## src/rtl/ysyx_23060184_axi_arbiter.sv

```systemverilog
// Two-way arbiter for the shared SoC AXI4 master port (IFU fetch vs. LSU).
// A grant is held until the owner's transaction completes (snooped R or B
// handshake), the owner aborts before its address phase, or the watchdog
// expires. Every grant is followed by one RELEASE cycle with both grants low
// so the SoCMem idle/valid registers settle before the next owner is chosen.
module ysyx_23060184_axi_arbiter #(
    parameter int FIXED_PRIO     = 0,
    parameter int TIMEOUT_CYCLES = 1023,
    parameter int CNT_WIDTH      = 16
) (
    input  logic clock,
    input  logic rst_n,
    input  logic ifu_req,
    input  logic lsu_req,
    input  logic lsu_is_write,
    input  logic arvalid,
    input  logic arready,
    input  logic awvalid,
    input  logic awready,
    input  logic rvalid,
    input  logic rready,
    input  logic bvalid,
    input  logic bready,
    output logic ifu_grant,
    output logic lsu_grant,
    output logic bus_sel,
    output logic busy,
    output logic timeout_err,
    output logic last_owner
);

    typedef enum logic [1:0] {
        IDLE      = 2'd0,
        GRANT_IFU = 2'd1,
        GRANT_LSU = 2'd2,
        RELEASE   = 2'd3
    } state_t;

    // Watchdog terminal count; the grant is reclaimed in the cycle it is reached.
    localparam logic [CNT_WIDTH-1:0] WDOG_LAST = CNT_WIDTH'(TIMEOUT_CYCLES - 1);

    state_t               state;
    logic                 is_wr;
    logic                 addr_done;
    logic [CNT_WIDTH-1:0] wdog;

    logic owner_req;
    logic addr_hs;
    logic done_hs;
    logic expire;
    logic abort;
    logic pick_lsu;

    // Decode snooped handshakes against the type of the transaction in flight
    always_comb begin
        owner_req = (state == GRANT_LSU) ? lsu_req : ifu_req;
        addr_hs   = is_wr ? (awvalid & awready) : (arvalid & arready);
        done_hs   = is_wr ? (bvalid & bready) : (rvalid & rready);
        expire    = (wdog == WDOG_LAST);
        // Dropping req is only a legal abort before the address went out.
        abort     = !owner_req && !addr_done;
        if (FIXED_PRIO != 0) begin
            pick_lsu = lsu_req;
        end else begin
            // Round-robin: on a tie the unit that did not own the bus last wins.
            pick_lsu = lsu_req && (!ifu_req || !last_owner);
        end
    end

    // Arbitration FSM with all outputs registered
    always_ff @(posedge clock or negedge rst_n) begin
        if (!rst_n) begin
            state       <= IDLE;
            ifu_grant   <= 1'b0;
            lsu_grant   <= 1'b0;
            bus_sel     <= 1'b0;
            busy        <= 1'b0;
            timeout_err <= 1'b0;
            last_owner  <= 1'b1;
            is_wr       <= 1'b0;
            addr_done   <= 1'b0;
            wdog        <= '0;
        end else begin
            timeout_err <= 1'b0;
            case (state)
                IDLE: begin
                    if (ifu_req || lsu_req) begin
                        wdog      <= '0;
                        addr_done <= 1'b0;
                        busy      <= 1'b1;
                        if (pick_lsu) begin
                            state     <= GRANT_LSU;
                            lsu_grant <= 1'b1;
                            bus_sel   <= 1'b1;
                            is_wr     <= lsu_is_write;
                        end else begin
                            state     <= GRANT_IFU;
                            ifu_grant <= 1'b1;
                            bus_sel   <= 1'b0;
                            is_wr     <= 1'b0;
                        end
                    end
                end
                GRANT_IFU, GRANT_LSU: begin
                    if (done_hs || abort || expire) begin
                        state       <= RELEASE;
                        ifu_grant   <= 1'b0;
                        lsu_grant   <= 1'b0;
                        last_owner  <= (state == GRANT_LSU);
                        // A completion or abort in the expiry cycle wins over the error.
                        timeout_err <= expire && !done_hs && !abort;
                    end else begin
                        wdog <= wdog + 1'b1;
                        if (addr_hs) begin
                            addr_done <= 1'b1;
                        end
                    end
                end
                RELEASE: begin
                    state <= IDLE;
                    busy  <= 1'b0;
                end
                default: begin
                    state <= IDLE;
                end
            endcase
        end
    end

    // Mutual exclusion of the two grants
    a_one_hot_grant: assert property (@(posedge clock) disable iff (!rst_n)
        !(ifu_grant && lsu_grant));

endmodule

```

## config.mk

```make
export PLATFORM = sky130hd
export DESIGN_NAME = ysyx_23060184_axi_arbiter
export DESIGN_NICKNAME = d
export VERILOG_FILES = /design/src/rtl/ysyx_23060184_axi_arbiter.sv
export SDC_FILE = /design/constraint.sdc
export NUM_CORES = 1
export LEC_CHECK = 0
export CORE_AREA = 5 5 71 73
export DETAILED_ROUTE_END_ITERATION = 8
export DIE_AREA = 0 0 76 78
export SYNTH_ARGS = -nofsm -noshare
export SYNTH_HDL_FRONTEND = slang
export SYNTH_SLANG_ARGS = --single-unit
```

## constraint.sdc

```tcl
create_clock -name clock -period 3.3 [get_ports clock]
set_input_delay 0.825 -clock clock [delete_from_list [all_inputs] [get_ports clock]]
set_output_delay 0.825 -clock clock [all_outputs]
set_load 0.05 [all_outputs]
```

==> results.ini <==
[yosys]
ys_warn_count = 0
netlist_instances = 187
synth-main-ff-cell = dfrtp_1
synth_edf_count = 0
seq_area_frac_synth = 0.395
synth.avg_cell_area_um2 = 8.83
synth.distinct_cells = 47
syn-cell-area_um2 = 1650
syn-num-nets = 205
ys_ff_latch = 26
async_flop_share = 1.00

[placement]
port_buffers = 18
place_hpwl_um = 2920
placed_area_um2 = 1890
dp.cells = 253
place.gp.congestion = 0.850

[drt]
drc = 0
antenna_left = 0
routed_via_density = 5.61
drt_iter0_drc = 72
wl_um = 3880
vias = 1442
drt-pass1-iter-count = 4
wire_per_inst_um = 15.1

[setup_path]
crit_slowest_cell = clkdlybuf4s50_1
slowest_delay_ns = 0.64
rrSetupSlack_ns = 1.08
crit_chain = clkdlybuf4s50_1, mux2i_1, a211oi_4, nand4_2, or4_1, nand3_1
cp-end-kind = flop
timing.rr.start = state[0]
critical_path_buf_inv_count = 1
r2r-end = wdog[12]
critical-path-top-delay-family = simple AND/OR/NAND/NOR gates
critical_path_arrival_ns = 2.89
reg2reg_depth = 5
path_class = input pin to flop
crit_fanout = 9
crit_required_ns = 3.51
critPathLaunchType = input pin

[cts]
cts_made_buffers = 3
cts-root-to-sink-buffers = 2
cts_setup_buffers = 0
cts_tree = built
htreeDepth = 1
postCtsResizedCells = 0
hold_buffers = 0
root_buffer = clkbuf_8
insertion_delay_ns = 0.27
clk_pin_slew_ns = 0.09
cts_sinks = 26

[outcome]
outcome = completed

[sta]
worst_pin_slew_ns = 0.539
post-route-period-util = 0.812
timing.hold.ws_ns = 0.502
max_freq_ghz = 0.373
setup_violations = 0
rsz0062_at_grt = false
min_period_ns = 2.68
skew_ns = 0.00261
hold_violations = 0
finalMaxSlewViolations = 0
relSlewSlack = 0.632
setup_tns_ns = 0

[layout]
fin_area_um2 = 1940
instances_no_fill = 257
nNetsFinal = 224
drive_gt1_frac = 0.0780
syn2layout_area_growth_pct = 17.6
n_antenna_cell = 0

[power_and_ir_drop]
peakVddDrop_uv = 435
p_per_area_nw_per_um2 = 781
power.leakage_nw = 0.793

[global_route]
antenna_found_initial = 0
grt_pass1_vias = 1439
grt_max_degree = 27
grt_overflow_total = 0
grtUsageTotal = 0.134
grt_first_pass_wirelength_um = 6630

[die]
die_area_um2 = 5930
num_rows = 24
core_um2 = 4290
dieWidth_um = 76
chipHeight_um = 78
initial_core_util = 0.384
io_pins = 19

[hold_path]
hold_depth = 2
min_to = bus_sel
min-delay-start = bus_sel
min_path_type = flop to flop

[run]
max-cap-violations = 0

## tightest hold or removal path, stage by stage, from the launching register on
cell	delay [ns]
dfrtp_1	0.35
a21oi_1	0.04
nor2_1	0.07
## worst max-delay path by stage
stage,depth (start not counted),to,start
after global placement,6,wdog[10],lsu_req
after floorplan,6,wdog[10],lsu_req
after global routing,6,wdog[3],lsu_req
final,6,wdog[10],lsu_req
after detailed placement,6,wdog[3],lsu_req
after CTS,6,wdog[3],lsu_req
## Yosys cell counts (3+ instances only)
master	instances	area [µm²]
a21oi_1	4	20.0
a31oi_1	4	25.0
and2_1	6	37.5
and3_1	3	18.8
and4_1	3	26.3
clkbuf_1	4	15.0
dfrtp_1	25	626
ha_1	5	62.6
inv_1	7	26.3
mux2i_1	4	40.0
nand2_1	26	97.6
nand2b_1	4	25.0
nand3_1	13	65.1
nand4_1	3	18.8
nor2_1	12	45.0
nor3_1	5	25.0
o211ai_1	5	37.5
o21ai_0	13	65.1
o31ai_1	3	22.5
or4_1	5	37.5
## registers in the layout, summed over array words and instances (netlist names)
name,flops
addr_done,1
bus_sel,1
busy,1
ifu_grant,1
is_wr,1
last_owner,1
lsu_grant,1
state,2
timeout_err,1
wdog,16
## layout by cell type (no fill, tap or decap), types with 5 or more instances in the layout
cell	Yosys	layout
clkdlybuf4s50_1	0	18
nor2_1	12	12
nand2_1	26	26
dfrtp_1	25	25
inv_1	7	7
ha_1	5	5
and2_1	6	6
nand3_1	13	13
o211ai_1	5	5
o21ai_0	13	13
or4_1	5	5
nor3_1	5	5
## layout make-up
class                   instances  area [µm²]
repair buffers                 21         203
clock buffers                   4        55.1
fillers                       428        2350
well taps                      52        65.1
inverters                       7        26.3
flip-flops and latches         26         652
multi-input cells             147         940
## cells by family (layout without fill, tap and decap cells)
logic type,count (synthesis),in the layout,share of synthesized area
flip-flops,26,26,0.395
multiplexers,5,5,0.0311
AND/OR/NAND/NOR,92,92,0.303
buffers and inverters,14,32,0.0356
AO/OA/AOI/OAI,45,45,0.197
adder cells (fa/ha/maj),5,5,0.0379
## metrics by stage
step                power (mW)  setup WS (ns)   util
CTS                       1.53          0.644  0.452
global route              1.64          0.397  0.452
detailed placement        1.32          0.337  0.439
finish                    1.52          0.620  0.452
floorplan                 1.06           1.09      -
global placement          1.31          0.411  0.439
## layer usage
layer	up-vias	wire, µm	track usage
met5	-	0	0
met4	0	36	0.0374
met3	2	120	0.0255
met2	17	1800	0.223
met1	692	1920	0.177
li1	731	-	-
## power by group
group / total [mW] / switching [mW] / internal [mW]
registers: 0.461 / 0.0647 / 0.396
logic: 0.852 / 0.566 / 0.286
clock network: 0.203 / 0.0967 / 0.107
(Power assumes the default switching activity.)
